## config.mk

```make
export PLATFORM = sky130hd
export DESIGN_NAME = uart_rx_fifo
export DESIGN_NICKNAME = d
export VERILOG_FILES = /design/src/rtl/uart_pkg.sv /design/src/rtl/uart_sync_fifo.sv /design/src/rtl/uart_rx_fifo.sv
export SDC_FILE = /design/constraint.sdc
export NUM_CORES = 1
export LEC_CHECK = 0
export ABC_AREA = 1
export ABC_CLOCK_PERIOD_IN_PS = 1800
export CAP_MARGIN = 20
export CELL_PAD_IN_SITES_DETAIL_PLACEMENT = 1
export CELL_PAD_IN_SITES_GLOBAL_PLACEMENT = 1
export CORE_MARGIN = 5
export CORE_UTILIZATION = 40
export CTS_CLUSTER_SIZE = 28
export DETAILED_ROUTE_END_ITERATION = 12
export GPL_TIMING_DRIVEN = 0
export PLACE_DENSITY_LB_ADDON = 0.1
export SYNTH_ARGS = -nofsm -noshare
export SYNTH_HDL_FRONTEND = slang
export SYNTH_HIERARCHICAL = 1
export SYNTH_SLANG_ARGS = --single-unit
```

## constraint.sdc

```tcl
create_clock -name clk -period 1.8 [get_ports clk]
set_input_delay 0.36 -clock clk [delete_from_list [all_inputs] [get_ports clk]]
set_output_delay 0.36 -clock clk [all_outputs]
set_load 0.02 [all_outputs]
```

## src/rtl/uart_pkg.sv

```systemverilog
// rtl/uart_pkg.sv - shared states, constants and baud divider helper for the UART receiver
package uart_pkg;

  typedef enum logic [2:0] {
    IDLE,
    START,
    DATA,
    PARITY,
    STOP
  } rx_state_t;

  localparam int OVERSAMPLE = 16;
  localparam int SAMPLE_MID = 8;
  localparam int DATA_BITS  = 8;

  function automatic int calc_div(input int clk_freq, input int baud);
    return clk_freq / (OVERSAMPLE * baud);
  endfunction

endpackage

```

## src/rtl/uart_sync_fifo.sv

```systemverilog
// rtl/uart_sync_fifo.sv - first-word-fall-through FIFO with wrap-bit pointers
module uart_sync_fifo #(
  parameter int DEPTH = 8,
  parameter int WIDTH = 8
) (
  input  logic             clk,
  input  logic             rst,
  input  logic             i_push,
  input  logic [WIDTH-1:0] i_wdata,
  input  logic             i_pop,
  output logic [WIDTH-1:0] o_rdata,
  output logic             o_full,
  output logic             o_empty
);

  localparam int AW = $clog2(DEPTH);

  logic [AW:0]      r_wr_ptr;
  logic [AW:0]      r_rd_ptr;
  logic [WIDTH-1:0] r_mem [DEPTH];
  logic             w_pop;
  logic             w_push;

  assign o_empty = (r_wr_ptr == r_rd_ptr);
  assign o_full  = (r_wr_ptr[AW] != r_rd_ptr[AW]) &&
                   (r_wr_ptr[AW-1:0] == r_rd_ptr[AW-1:0]);

  // A pop in the same cycle frees the slot, so a push into a full FIFO still lands.
  assign w_pop  = i_pop & ~o_empty;
  assign w_push = i_push & (~o_full | w_pop);

  assign o_rdata = o_empty ? '0 : r_mem[r_rd_ptr[AW-1:0]];

  always_ff @(posedge clk or negedge rst) begin
    if (!rst) begin
      r_wr_ptr <= '0;
      r_rd_ptr <= '0;
    end else begin
      if (w_push) r_wr_ptr <= r_wr_ptr + 1'b1;
      if (w_pop)  r_rd_ptr <= r_rd_ptr + 1'b1;
    end
  end

  always_ff @(posedge clk) begin
    if (w_push) r_mem[r_wr_ptr[AW-1:0]] <= i_wdata;
  end

endmodule

```

## src/rtl/uart_rx_fifo.sv

```systemverilog
// rtl/uart_rx_fifo.sv - 16x oversampling UART receiver feeding a FWFT byte FIFO
// Optional even parity bit enabled by UART_RX_PARITY_EN.
module uart_rx_fifo
  import uart_pkg::*;
#(
  parameter int CLK_FREQ   = 50_000_000,
  parameter int BAUD       = 115200,
  parameter int FIFO_DEPTH = 8
) (
  input  logic       clk,
  input  logic       rst,
  input  logic       rx,
  input  logic       rd_en,
  output logic [7:0] rd_data,
  output logic       rd_valid,
  output logic       fifo_full,
  output logic       rx_done,
  output logic       frame_err,
  output logic       parity_err,
  output logic       overrun
);

  localparam int              DIV       = calc_div(CLK_FREQ, BAUD);
  localparam int              TW        = (DIV > 2) ? $clog2(DIV) : 1;
  localparam logic [TW-1:0]   TICK_LAST = TW'(DIV - 1);
  localparam logic [3:0]      S_LAST    = 4'(OVERSAMPLE - 1);
  localparam logic [3:0]      S_A       = 4'(SAMPLE_MID - 1);
  localparam logic [3:0]      S_B       = 4'(SAMPLE_MID);
  localparam logic [3:0]      S_C       = 4'(SAMPLE_MID + 1);
  localparam logic [2:0]      BIT_LAST  = 3'(DATA_BITS - 1);

  rx_state_t r_state;
  rx_state_t w_next;

  logic          r_rx_meta;
  logic          r_rx_sync;
  logic          r_rx_prev;
  logic [TW-1:0] r_tick_cnt;
  logic [3:0]    r_samp;
  logic [2:0]    r_bit_idx;
  logic          r_v7;
  logic          r_v8;
  logic          r_bit;
  logic [7:0]    r_shift;
  logic          r_push_req;
  logic          r_frame_err;
  logic          r_overrun;

  logic          w_fall;
  logic          w_tick;
  logic          w_samp_last;
  logic          w_stop_decide;
  logic          w_maj;
  logic          w_parity_bad;
  logic          w_empty;
  logic          w_pop;
  logic          w_drop;

  assign w_fall        = r_rx_prev & ~r_rx_sync;
  assign w_tick        = (r_state != IDLE) && (r_tick_cnt == TICK_LAST);
  assign w_samp_last   = w_tick && (r_samp == S_LAST);
  assign w_stop_decide = w_tick && (r_state == STOP) && (r_samp == S_C);
  assign w_maj         = (r_v7 & r_v8) | (r_v7 & r_rx_sync) | (r_v8 & r_rx_sync);

`ifdef UART_RX_PARITY_EN
  logic r_par_bit;
  logic r_parity_err;
  assign w_parity_bad = ^{r_shift, r_par_bit};
  assign parity_err   = r_parity_err;
`else
  assign w_parity_bad = 1'b0;
  assign parity_err   = 1'b0;
`endif

  always_ff @(posedge clk or negedge rst) begin
    if (!rst) r_state <= IDLE;
    else      r_state <= w_next;
  end

  always_comb begin
    w_next = r_state;
    case (r_state)
      IDLE:  if (w_fall) w_next = START;
      START: if (w_samp_last) w_next = r_bit ? IDLE : DATA;
      DATA: begin
        if (w_samp_last && (r_bit_idx == BIT_LAST)) begin
`ifdef UART_RX_PARITY_EN
          w_next = PARITY;
`else
          w_next = STOP;
`endif
        end
      end
`ifdef UART_RX_PARITY_EN
      PARITY: if (w_samp_last) w_next = STOP;
`endif
      // Returning at sample 9 lets a following start edge in samples 10..15 be caught.
      STOP:  if (w_stop_decide) w_next = IDLE;
      default: w_next = IDLE;
    endcase
  end

  always_ff @(posedge clk or negedge rst) begin
    if (!rst) begin
      r_rx_meta   <= 1'b1;
      r_rx_sync   <= 1'b1;
      r_rx_prev   <= 1'b1;
      r_tick_cnt  <= '0;
      r_samp      <= '0;
      r_bit_idx   <= '0;
      r_v7        <= 1'b1;
      r_v8        <= 1'b1;
      r_bit       <= 1'b1;
      r_shift     <= '0;
      r_push_req  <= 1'b0;
      r_frame_err <= 1'b0;
    end else begin
      r_rx_meta   <= rx;
      r_rx_sync   <= r_rx_meta;
      r_rx_prev   <= r_rx_sync;
      r_push_req  <= 1'b0;
      r_frame_err <= 1'b0;

      // Counters rest at zero in IDLE, which also clears them on start detection.
      if (r_state == IDLE) begin
        r_tick_cnt <= '0;
        r_samp     <= '0;
        r_bit_idx  <= '0;
      end else begin
        r_tick_cnt <= w_tick ? '0 : r_tick_cnt + 1'b1;
        if (w_tick) begin
          r_samp <= r_samp + 1'b1;
          if (r_samp == S_A) r_v7  <= r_rx_sync;
          if (r_samp == S_B) r_v8  <= r_rx_sync;
          if (r_samp == S_C) r_bit <= w_maj;
        end
        if (w_samp_last && (r_state == DATA)) begin
          r_shift   <= {r_bit, r_shift[7:1]};
          r_bit_idx <= r_bit_idx + 1'b1;
        end
      end

      if (w_stop_decide) begin
        if (!w_maj)             r_frame_err <= 1'b1;
        else if (!w_parity_bad) r_push_req  <= 1'b1;
      end
    end
  end

`ifdef UART_RX_PARITY_EN
  always_ff @(posedge clk or negedge rst) begin
    if (!rst) begin
      r_par_bit    <= 1'b0;
      r_parity_err <= 1'b0;
    end else begin
      r_parity_err <= w_stop_decide && w_maj && w_parity_bad;
      if (w_samp_last && (r_state == PARITY)) r_par_bit <= r_bit;
    end
  end
`endif

  assign w_pop  = rd_en & ~w_empty;
  assign w_drop = r_push_req & fifo_full & ~w_pop;

  always_ff @(posedge clk or negedge rst) begin
    if (!rst)        r_overrun <= 1'b0;
    else if (w_drop) r_overrun <= 1'b1;
    else if (w_pop)  r_overrun <= 1'b0;
  end

  uart_sync_fifo #(
    .DEPTH (FIFO_DEPTH),
    .WIDTH (8)
  ) u_fifo (
    .clk     (clk),
    .rst     (rst),
    .i_push  (r_push_req),
    .i_wdata (r_shift),
    .i_pop   (rd_en),
    .o_rdata (rd_data),
    .o_full  (fifo_full),
    .o_empty (w_empty)
  );

  assign rd_valid  = ~w_empty;
  assign rx_done   = r_push_req & ~w_drop;
  assign frame_err = r_frame_err;
  assign overrun   = r_overrun;

endmodule

```

==> results.py <==
metrics = {
    "global_route": {
        "antenna_found_initial": 0,
        "track_usage": 0.1731,
        "grt_pass1_vias": 3496,
        "grt_pass1_wl_mm": 17.85,
        "grt_remaining_overflow": 0,
        "grt_max_degree": 26,
    },
    "routing": {
        "route.vias.total": 3211,
        "vias_per_cell": 5.129,
        "wl_per_cell_um": 17.25,
        "drt_iter0_drc": 143,
        "drt-total-wl_mm": 10.80,
        "dr.pass1.iters": 6,
        "route.detailed.drc": 0,
        "drtAntennaViolNets": 0,
    },
    "cells_and_area": {
        "antenna_cells": 0,
        "layout_common_cells": "edfxtp_1 (64), nor2_1 (63), nand2_1 (60), o21ai_0 (36), dfrtp_1 (31)",
        "drive_gt1_frac": 0.2567,
        "fin_nets": 491,
        "design_area_um2": 5653,
        "final_common_cell": "edfxtp_1",
        "syn2layout_area_growth_pct": 22.87,
    },
    "synth": {
        "synth_area_leader_cell": "edfxtp_1",
        "synthTopCellsByArea": "edfxtp_1 (42%), dfrtp_1 (18%), nor2_1 (6.0%)",
        "yosys.cell_types.count": 39,
        "synth_nets": 440,
        "netlist.area_leader.share": 0.4177,
        "synthCells": 427,
        "synth_ff_type": "edfxtp_1",
        "ys_seq_area_frac": 0.6369,
        "syn_area_um2": 4601,
        "async_reset_ff_frac": 0.3846,
        "yosys_warnings": 6,
        "ys_seq_elements": 104,
        "synth-edff-count": 64,
        "syn_area_per_cell_um2": 10.77,
    },
    "clock_network": {
        "clk_pin_slew_worst_paths_ns": 0.07,
        "h-tree-depth": 3,
        "cts_made_buffers": 9,
        "root_buffer": "clkbuf_16",
        "clk_latency_ns": 0.35,
        "clock_path_buffers": 2,
        "cts_sinks": 104,
        "cts_tree": "done",
    },
    "power": {
        "p_per_area_nw_per_um2": 860.4,
        "ir_worst_vdd_mv": 0.5427,
        "p_leak_nw": 2.433,
    },
    "timing": {
        "final.min_clock_period_ns": 2.203,
        "finalHoldViolCount": 0,
        "slew_viol_final": 0,
        "setup_ws_ns": -0.4026,
        "fin_crit_sh": 1.224,
        "setup_viol": 19,
        "clock_skew_ns": 0.007552,
        "timing.fmax_mhz": 454.0,
        "rsz0062_at_grt": "yes",
        "tns_ns": -3.614,
    },
    "place": {
        "place_congestion": 0.7426,
        "numPortBuffers": 16,
        "place_area_um2": 4979,
        "hpwl_mm": 7.211,
    },
    "critical_path": {
        "crit_fanout": 7,
        "cp-start-kind": "flop",
        "arrival_ns": 1.84,
        "rr_worst_depth": 9,
        "crit_type": "reg2out",
        "cp-end-kind": "output port",
        "crit_required_ns": 1.44,
    },
    "die": {
        "die_area_um2": 13750,
        "start_util": 0.4046,
        "chipHeight_um": 117.2,
        "coreArea_um2": 11370,
        "die_w_um": 117.2,
        "ioPinCount": 18,
        "rows": 39,
    },
    "flow_run": {
        "drv_cap": 0,
    },
    "status": {
        "violations": "negative setup slack",
        "status": "finished, violations left",
    },
    "worst_hold_path": {
        "hold_path_depth": 0,
        "hp-class": "reg2reg",
    },
}
==> Yosys cell counts (3+ instances only) <==
master	instances
buf_2	7
buf_6	3
dfrtp_1	34
dfstp_2	6
edfxtp_1	64
ha_1	9
inv_1	26
inv_2	4
nand2_1	65
nand2_2	4
nand3_1	19
nand4_1	5
nor2_1	73
nor3_1	6
o21ai_0	50
o21ai_1	7
o21ai_2	5
o22ai_1	8
xnor2_1	3
xor2_1	3
==> what timing repair did <==
action,in CTS,in global routing
gates resized for setup,109,27
hold buffers,1,0
hold endpoints to repair,15,0
gates cloned,1,0
endpoints found under the setup margin,67,30
pin swaps,12,10
setup buffers,11,10
==> worst max-delay path, stage by stage (launching register included) <==
cell,delay (ns)
dfrtp_1,0.40
buf_6,0.16
inv_8,0.09
nand2_4,0.05
nand2_4,0.08
nor2_8,0.04
nand3_4,0.11
buf_8,0.14
o21ai_1,0.06
nor2_1,0.18
buf_4,0.17
==> cell families (layout without fill, tap and decap cells) <==
family | Yosys count | in the layout | synth area share
AO/OA/AOI/OAI | 77 | 77 | 0.09356
AND/OR/NAND/NOR | 181 | 181 | 0.1779
flip-flops | 104 | 104 | 0.6369
XOR/XNOR | 8 | 8 | 0.01850
adder cells (fa/ha/maj) | 9 | 9 | 0.02448
buffers and inverters | 47 | 103 | 0.04786
other | 1 | 1 | 0.0008151
==> report_power, final <==
group | switching, mW | total, mW | internal (mW)
registers | 0.0537 | 2.63 | 2.58
logic | 0.252 | 0.370 | 0.118
clock network | 0.874 | 1.86 | 0.989
==> sequential cells by signal, summed over array words and instances (netlist names), 3 cells and up <==
register and cells:
r_shift 8, r_tick_cnt 5, u_fifo/r_wr_ptr 4, u_fifo/r_rd_ptr 4, r_state 3, r_bit_idx 3, r_samp 4, u_fifo/r_mem 64
==> worst paths after layout <==
path                                                start                           end  slack, ns
max                        u_fifo/r_rd_ptr[0]$_DFFE_PN0P_                    rd_data[2]      -0.40
min                                   r_rx_meta$_DFF_PN1_           r_rx_sync$_DFF_PN1_       0.36
max reg2reg                u_fifo/r_rd_ptr[0]$_DFFE_PN0P_  u_fifo/r_mem[0][0]$_DFFE_PP_      -0.01
min reg2reg                           r_rx_meta$_DFF_PN1_           r_rx_sync$_DFF_PN1_       0.36
max in group asynchronous                             rst              r_v7$_DFFE_PN1P_       0.80
min in group asynchronous                             rst         r_samp[1]$_DFFE_PN0P_       0.45
==> layer usage <==
| metal | vias to the layer above | GRT usage | wire length (µm) |
|---|---|---|---|
| li1 | 1551 | - | - |
| met1 | 1605 | 0.2053 | 4621 |
| met2 | 37 | 0.3092 | 5670 |
| met3 | 18 | 0.02622 | 243 |
| met4 | 0 | 0.07722 | 261 |
| met5 | - | 0 | 0 |
==> area by class of cell <==
class                           instances  area [µm²]
Tap cell                              143       178.9
Clock inverter                          5       38.79
Clock buffer                           11       242.7
Multi-Input combinational cell        276        1610
Timing Repair Buffer                   40       369.1
Sequential cell                       104        2934
Buffer                                 15       133.9
Inverter                               32       145.1
Fill cell                            1235        5717
==> through the flow <==
step           std cells  hold WS (ns)  setup WS [ns]  total power [mW]    util
6_report             626        0.3566        -0.4026             4.864  0.4972
5_1_grt              626        0.3640        -0.4628             5.125  0.4972
4_1_cts              616        0.3578        -0.3909             4.943  0.4840
3_5_place_dp         587        0.3045        -0.7300             3.068  0.4379
3_3_place_gp         586        0.3454        -0.7583             3.047  0.4366
2_1_floorplan        427       0.06441        0.01080             2.943       -
Power figures use the tool's default switching activity.
